<file path="config.mk">
export PLATFORM = sky130hd
export DESIGN_NAME = detector_jogada_flat
export DESIGN_NICKNAME = d
export VERILOG_FILES = /design/src/rtl/detector_jogada_if.sv /design/src/rtl/detector_jogada.sv /design/src/flat_wrapper.sv
export SDC_FILE = /design/constraint.sdc
export NUM_CORES = 1
export LEC_CHECK = 0
export CORE_AREA = 2 2 45 47
export CTS_CLUSTER_DIAMETER = 60
export DETAILED_ROUTE_END_ITERATION = 7
export DIE_AREA = 0 0 47 49
export GPL_ROUTABILITY_DRIVEN = 1
export PLACE_DENSITY = 0.73
export SYNTH_ARGS = -nofsm -noshare
export SYNTH_HDL_FRONTEND = slang
export SYNTH_SLANG_ARGS = --single-unit
export TNS_END_PERCENT = 1
</file>
<file path="constraint.sdc">
create_clock -name clock -period 1.9 [get_ports clock]
set_clock_uncertainty 0.05 [all_clocks]
set_input_delay 0.285 -clock clock [delete_from_list [all_inputs] [get_ports clock]]
set_output_delay 0.285 -clock clock [all_outputs]
set_load 0.02 [all_outputs]
</file>
<file path="src/rtl/detector_jogada_if.sv">
// Button/play handshake bundle between the player input side and detector_jogada.
// master drives the raw buttons and enable; slave (the detector) returns the play outputs.
interface detector_jogada_if;
   logic       habilita;
   logic [3:0] botoes;
   logic       jogada;
   logic [3:0] jogada_valor;
   logic       ocupado;
   logic [1:0] db_estado;

   modport master (
      output habilita,
      output botoes,
      input  jogada,
      input  jogada_valor,
      input  ocupado,
      input  db_estado
   );

   modport slave (
      input  habilita,
      input  botoes,
      output jogada,
      output jogada_valor,
      output ocupado,
      output db_estado
   );
endinterface

</file>
<file path="src/rtl/detector_jogada.sv">
// Debounced single-button play detector: emits a one-cycle jogada pulse and a held one-hot value.
// Optional macro DETECTOR_JOGADA_SYNC_EN adds a 2-flop input synchronizer on botoes.
module detector_jogada #(
   parameter int unsigned DEBOUNCE_CICLOS = 4
) (
   input logic               clock,
   input logic               reset,
   detector_jogada_if.slave  io_det
);
   localparam int unsigned   CW     = $clog2(DEBOUNCE_CICLOS) + 1;
   localparam logic [CW-1:0] CntMax = CW'(DEBOUNCE_CICLOS - 1);

   typedef enum logic [1:0] {
      StOcioso       = 2'b00,
      StFiltrando    = 2'b01,
      StPulso        = 2'b10,
      StEsperaSoltar = 2'b11
   } estado_t;

   estado_t       r_estado, w_estado_prox;
   logic [CW-1:0] r_cnt, w_cnt_prox;
   logic [3:0]    r_candidato, w_candidato_prox;
   logic [3:0]    r_valor, w_valor_prox;
   logic [3:0]    w_s;
   logic          w_valido;
   logic          w_solto;

`ifdef DETECTOR_JOGADA_SYNC_EN
   logic [3:0] r_sync1, r_sync2;

   always_ff @(posedge clock or posedge reset) begin
      if (reset) begin
         r_sync1 <= 4'b0000;
         r_sync2 <= 4'b0000;
      end else begin
         r_sync1 <= io_det.botoes;
         r_sync2 <= r_sync1;
      end
   end

   assign w_s = r_sync2;
`else
   assign w_s = io_det.botoes;
`endif

   assign w_solto  = (w_s == 4'b0000);
   // Exactly one bit set: non-zero and clearing the lowest set bit leaves nothing.
   assign w_valido = !w_solto && ((w_s & (w_s - 4'd1)) == 4'b0000);

   always_ff @(posedge clock or posedge reset) begin
      if (reset) begin
         r_estado    <= StOcioso;
         r_cnt       <= '0;
         r_candidato <= 4'b0000;
         r_valor     <= 4'b0000;
      end else begin
         r_estado    <= w_estado_prox;
         r_cnt       <= w_cnt_prox;
         r_candidato <= w_candidato_prox;
         r_valor     <= w_valor_prox;
      end
   end

   always_comb begin
      w_estado_prox    = r_estado;
      w_cnt_prox       = r_cnt;
      w_candidato_prox = r_candidato;
      w_valor_prox     = r_valor;
      case (r_estado)
         StOcioso: begin
            if (io_det.habilita && w_valido) begin
               w_candidato_prox = w_s;
               w_cnt_prox       = '0;
               w_estado_prox    = StFiltrando;
            end
         end
         StFiltrando: begin
            if (!io_det.habilita || (w_s != r_candidato)) begin
               w_estado_prox = StOcioso;
            end else if (r_cnt == CntMax) begin
               w_valor_prox  = r_candidato;
               w_estado_prox = StPulso;
            end else begin
               w_cnt_prox = r_cnt + 1'b1;
            end
         end
         StPulso: begin
            w_cnt_prox    = '0;
            w_estado_prox = StEsperaSoltar;
         end
         StEsperaSoltar: begin
            // Any button seen, including a bounce, restarts the release filter.
            if (w_solto) begin
               if (r_cnt == CntMax) begin
                  w_cnt_prox    = '0;
                  w_estado_prox = StOcioso;
               end else begin
                  w_cnt_prox = r_cnt + 1'b1;
               end
            end else begin
               w_cnt_prox = '0;
            end
         end
         default: w_estado_prox = StOcioso;
      endcase
   end

   assign io_det.jogada       = (r_estado == StPulso);
   assign io_det.ocupado      = (r_estado != StOcioso);
   assign io_det.db_estado    = r_estado;
   assign io_det.jogada_valor = r_valor;
endmodule

</file>
<file path="src/flat_wrapper.sv">
// flat-port wrapper written by rule: the top's interface ports become plain ports
module detector_jogada_flat 
#(
   parameter int unsigned DEBOUNCE_CICLOS = 4
)
  (clock, reset, io_det_habilita, io_det_botoes, io_det_jogada, io_det_jogada_valor, io_det_ocupado, io_det_db_estado);
  detector_jogada_if io_det_i ();
  input logic clock;
  input logic reset;
  input wire logic [$bits(io_det_i.habilita)-1:0] io_det_habilita;
  input wire logic [$bits(io_det_i.botoes)-1:0] io_det_botoes;
  output wire logic [$bits(io_det_i.jogada)-1:0] io_det_jogada;
  output wire logic [$bits(io_det_i.jogada_valor)-1:0] io_det_jogada_valor;
  output wire logic [$bits(io_det_i.ocupado)-1:0] io_det_ocupado;
  output wire logic [$bits(io_det_i.db_estado)-1:0] io_det_db_estado;
  assign io_det_i.habilita = io_det_habilita;
  assign io_det_i.botoes = io_det_botoes;
  assign io_det_jogada = io_det_i.jogada;
  assign io_det_jogada_valor = io_det_i.jogada_valor;
  assign io_det_ocupado = io_det_i.ocupado;
  assign io_det_db_estado = io_det_i.db_estado;
  detector_jogada #(.DEBOUNCE_CICLOS(DEBOUNCE_CICLOS)) u_core (.clock(clock), .reset(reset), .io_det(io_det_i));
endmodule
</file>
Word level (Yosys, flattened, before mapping). Cells that the tools add are included.

Bits of input ports: 7. Flip-flop bits (word level): 13. Word-level logic and storage cells: 44. Output and inout bits: 8.

Bitwise gates (word level): 2. Equality and inequality tests: 11. Add/subtract/negate cells: 2. Reductions and logical operators: 13. Mux-type cells: 12.

Operators with widths (count): $mux 3 (5); $pmux 3 s4 (1); $mux 2 (5); $logic_not 4->1 (2); $pmux 2 s4 (1); $ne 2x1->1 const B (3); $reduce_and 3->1 (2); $and 4x4->4 (1); $eq 2x2->1 const B (2); $ne 2x2->1 const B (2); $ne 4x4->1 (1); $reduce_and 4->1 (1); $sub 4x1->4 const B (1); $add 3x1->3 const B (1); $eq 3x2->1 const B (1); $ne 3x1->1 const B (1); $eq 2x1->1 const B (1); $logic_and 1x1->1 (2); $logic_not 1->1 (2); $logic_not 2->1 (1); $reduce_and 2->1 (1); $reduce_bool 2->1 (1); $logic_or 1x1->1 (1); $not 1->1 (1).

Depth between registers and ports, before layout.
Depth in word-level cells: 7. Gate-level depth with buffers: 6. Depth with buffers taken out: 6.

Worst setup path before layout. No wires, ideal clock.

Path type: flip-flop to flip-flop. From: register u_core.r_candidato[0]. To: register u_core.r_valor[0] (netlist: u_core.io_det.jogada_valor[0]). Buffers on the path: 1. Arrival: 1.625 ns. Setup slack: 0.100 ns. Data required time: 1.725 ns. Setup time: 0.125 ns. Stages on the path, launching flop included: 7. Path through: dfrtp_1 xor2_1 nor3_2 nand3_2 or3_1 buf_6 mux2_4.

Longest elaborated chain between the ends: 4.

RTL lines: start: declaration (RTL line detector_jogada.sv:22) `logic [3:0] r_candidato, w_candidato_prox;`; start signal: assignment (RTL line detector_jogada.sv:59) `r_candidato <= w_candidato_prox;`; $ne 4x4->1 (RTL line detector_jogada.sv:78) `if (!io_det.habilita || (w_s != r_candidato)) begin`; $logic_or 1x1->1 (RTL line detector_jogada.sv:78); $not 1->1 (no source line); $reduce_and 3->1 (no source line); end signal: assignment (RTL line detector_jogada.sv:60) `r_valor <= w_valor_prox;`; end: declaration (RTL line detector_jogada.sv:23) `logic [3:0] r_valor, w_valor_prox;`.

Parallel ways exist; a longest one is shown, timed or not. A chain may end at the register's enable or synchronous reset.

Worst setup path in the final report.
From: input port io_det_botoes[0]. To: register u_core.r_valor[3] (netlist: u_core.io_det.jogada_valor[3]).

Longest elaborated chain between the ends: 4.

RTL lines: start: declaration (RTL line flat_wrapper.sv:11) `input wire logic [$bits(io_det_i.botoes)-1:0] io_det_botoes;`; $ne 4x4->1 (RTL line detector_jogada.sv:78); $logic_or 1x1->1 (RTL line detector_jogada.sv:78); $not 1->1 (no source line); $reduce_and 3->1 (no source line).

Every way passes these cells.

==> impl_results.md <==
* Synthesized Nets at 79
* Worst Path Max Fanout at 5
* Power, Total at 887 µW
* Crit path launch type: input port
* Most common library cells after synthesis: 13 x dfrtp_1, 6 x inv_1, 6 x o21ai_0
* First-pass GRT wire length at 2530 µm
* Status: finished clean
* Synth area leader: dfrtp_1
* Ys flop type: dfrtp_1
* Sw Ratio at 35.5%
* R2R setup slack at 100 ps
* Final std cells w/o fill at 121
* Setup bufs post-CTS at 0
* Placeable Area at 0.00184 mm²
* Register clock-pin slew on the reported worst setup and hold paths at 80 ps
* Via count at 579
* P_int at 572 µW
* Via density at 4.79
* # fillers at 174
* Register bit total from synthesis at 13
* Slowest stage delay, CP at 430 ps
* Starting density of the core at 40.7%
* Ys async rst share at 100%
* Worst R2R Path Depth at 5
* Critical Path, Cell by Cell: clkdlybuf4s50_1 > xor2_1 > nor3_2 > nand3_2 > or3_4 > mux2_4
* Detailed Routing Iterations Pass 1 at 2
* Hold Buf Count CTS at 0
* Cell Rows at 16
* Die area at 0.00230 mm²
* Clock Sinks at 13
* Antenna diode count at 0
* Maximum buffer depth of the clock tree at 2
* GRT overflow at 0
* Slew @ Worst Pin at 493 ps
* Nets@finish at 105
* Area Growth Syn to Fin at 35.2%
* Vias in the first global route at 592
* PortBufs at 14
* Clock power frac at 19.9%
* Yosys Warn Count at 0
* CTS tree: done
* Initial antenna violation count at 0
* Most common cell in the netlist: dfrtp_1
* WS Path Type: in2reg
* Post-synthesis sequential area ratio at 43.4%
* Seq pwr share at 45.4%
* Syn Std Cell Area at 749 µm²
* Fin crit period at 1820 ps
* Critical path's slowest cell: clkdlybuf4s50_1
* Average instance area after synthesis at 10.9 µm²
* Final Hold Violating Endpoints at 0
* Layout cells sized above 1 at 27.7%
* DP HPWL at 1130 µm
* Post-Synthesis Cells at 69
* Final setup violation count at 0
* EDFF count, synth at 0
* Setup WS pre-CTS at -309 ps
* PwrDens at 876 mW/mm²
* RR Endpoint: u_core.io_det.jogada_valor[3]
* Peak VDD IR at 0.454 mV
* Num CTS Buffers at 3
* Die Y at 49 µm
* DRT iter0 DRCs at 7
* Gr usage total at 15.2%
* Slew Limit Fails at 0
* RePlAce Congestion at 0.754
* Number of routed nets with antenna violations at 0
* Slew HR at 67.1%
* Nature of the critical path endpoint: flop
* Worst EP arrival at 1950 ps
* Max frequency at 549 MHz
* RSZ-0062 raised after global routing: false
* CTS H-tree lvls at 1
* Top-area cell type share of the netlist area at 43.4%
* Boundary pin count at 15
* Leakage at 0.506 nW
* Die Wd at 47 µm
* Largest net degree at the start of global routing at 14
* Worst skew pair latency at 280 ps
* Ranking of synthesized cells by area: dfrtp_1 43%, mux2_4 8.0%, mux2_2 6.0%, ha_1 5.0%, xor2_1 4.7%
* # DRC at 0
* Net Sw Power at 315 µW
* Max Cap Viol at 0
* Synth unique cells at 27
* Final wirelength at 1440 µm
* Clock Tree Root: clkbuf_4
* Wire per inst at 11.9 µm
* Placed insts at 117
* Worst R2R Start: u_core.r_candidato[0]
* Combinational power share at 34.6%
* Setup WS post-layout at 79.7 ps
* Period utilization at 95.8%
* Hold Path Class: in2async
* CP Data Required Time at 2030 ps
-- worst max path at each step --
stage                     startpoint                            end  slack (ps)  cells after the start
2_1_floorplan  u_core.r_candidato[0]  u_core.io_det.jogada_valor[0]         100                      6
3_3_place_gp        io_det_botoes[0]  u_core.io_det.jogada_valor[0]        -270                      6
3_5_place_dp        io_det_botoes[0]  u_core.io_det.jogada_valor[0]        -310                      6
4_1_cts                         flop                 io_det_ocupado          20                      3
5_1_grt             io_det_botoes[0]  u_core.io_det.jogada_valor[0]           2                      6
6_report            io_det_botoes[0]  u_core.io_det.jogada_valor[3]          80                      6
-- area by class of cell --
| class | count | area [µm²] | area share (%) |
|---|---|---|---|
| clock buffer | 3 | 22.5 | 2.22 |
| clock inverter | 1 | 5.00 | 0.494 |
| inverter | 6 | 22.5 | 2.22 |
| multi-input combinational | 49 | 398 | 39.3 |
| sequential | 13 | 327 | 32.2 |
| tap | 27 | 33.8 | 3.33 |
| timing repair buffer | 22 | 205 | 20.2 |
-- per-layer routing --
layer / global-route usage [%] / part of all wire [%] / vias to the layer above
li1: - / - / 302
met2: 23.7 / 48 / 10
met3: 2.22 / 2.4 / 4
met5: 0 / 0 / -
met1: 19.2 / 47 / 263
met4: 8.33 / 2.4 / 0
-- cell usage in the layout, fill, tap and decap left out, drive strengths merged --
cell type | synthesis | final
nor3 | 2 | 2
nor4 | 1 | 1
nand2 | 4 | 4
xnor2 | 1 | 1
or2b | 1 | 1
o21ai | 6 | 6
ha | 3 | 3
buf | 1 | 8
nand3 | 6 | 6
a22o | 2 | 2
o41ai | 1 | 1
mux2 | 8 | 8
dlymetal6s2s | 0 | 2
or3 | 1 | 1
o2111ai | 1 | 1
o211a | 1 | 1
inv | 6 | 6
dfrtp | 13 | 13
a21o | 1 | 1
nor2b | 1 | 1
nor2 | 2 | 2
clkinv | 0 | 1
and4 | 1 | 1
nand4 | 1 | 1
clkbuf | 0 | 3
xor2 | 4 | 4
and3 | 1 | 1
clkdlybuf4s50 | 0 | 12
-- state kept, by name, indices dropped and copies added (netlist names), named ones only --
register	flops
u_core.r_candidato	4
u_core.r_cnt	3
u_core.io_det.db_estado	1
u_core.io_det.jogada_valor	4
-- worst max-delay path, delay by kind of cell --
kind | cells | cell delay, ps
buffers and inverters | 1 | 430
AND/OR/NAND/NOR | 3 | 750
multiplexers | 1 | 310
XOR/XNOR | 1 | 160
-- through the flow --
| step | utilization, % | TNS [ps] | hold slack [ps] | instance area [µm²] |
|---|---|---|---|---|
| floorplan | - | 0 | 112 | 749 |
| global placement | 52.8 | -1650 | 442 | 972 |
| global route | 55.0 | 0 | 329 | 1010 |
| finish | 55.0 | 0 | 269 | 1010 |
| CTS | 54.8 | 0 | 282 | 1010 |
| detailed placement | 52.8 | -2240 | 454 | 972 |
-- power groups by stage --
stage	Clock (mW)	Sequential, mW	Combinational, mW
after floorplan	0	0.404	0.191
after global placement	0	0.406	0.305
after detailed placement	0	0.410	0.309
after CTS	0.184	0.403	0.313
after global routing	0.195	0.414	0.341
final	0.177	0.403	0.307
-- kinds of logic (layout without fill, tap and decap cells) --
group	count (synthesis)	in the layout	synth area share (%)
xor gates and xnor gates	5	5	5.84
adders and majority gates	3	3	5.01
buffers and inverters	7	32	4.51
DFF	13	13	43.4
muxes	8	8	14.0
AOI/OAI and AO/OA	12	12	11.0
and+or+nand+nor	21	21	16.2
-- repair_timing --
action                                 4_1_cts  5_1_grt
gates resized for setup                      3        3
pin swaps                                    0        1
endpoints found under the hold margin        0        0
setup endpoints to repair                    6        6
Note: power is estimated with default switching activity, not from simulation.
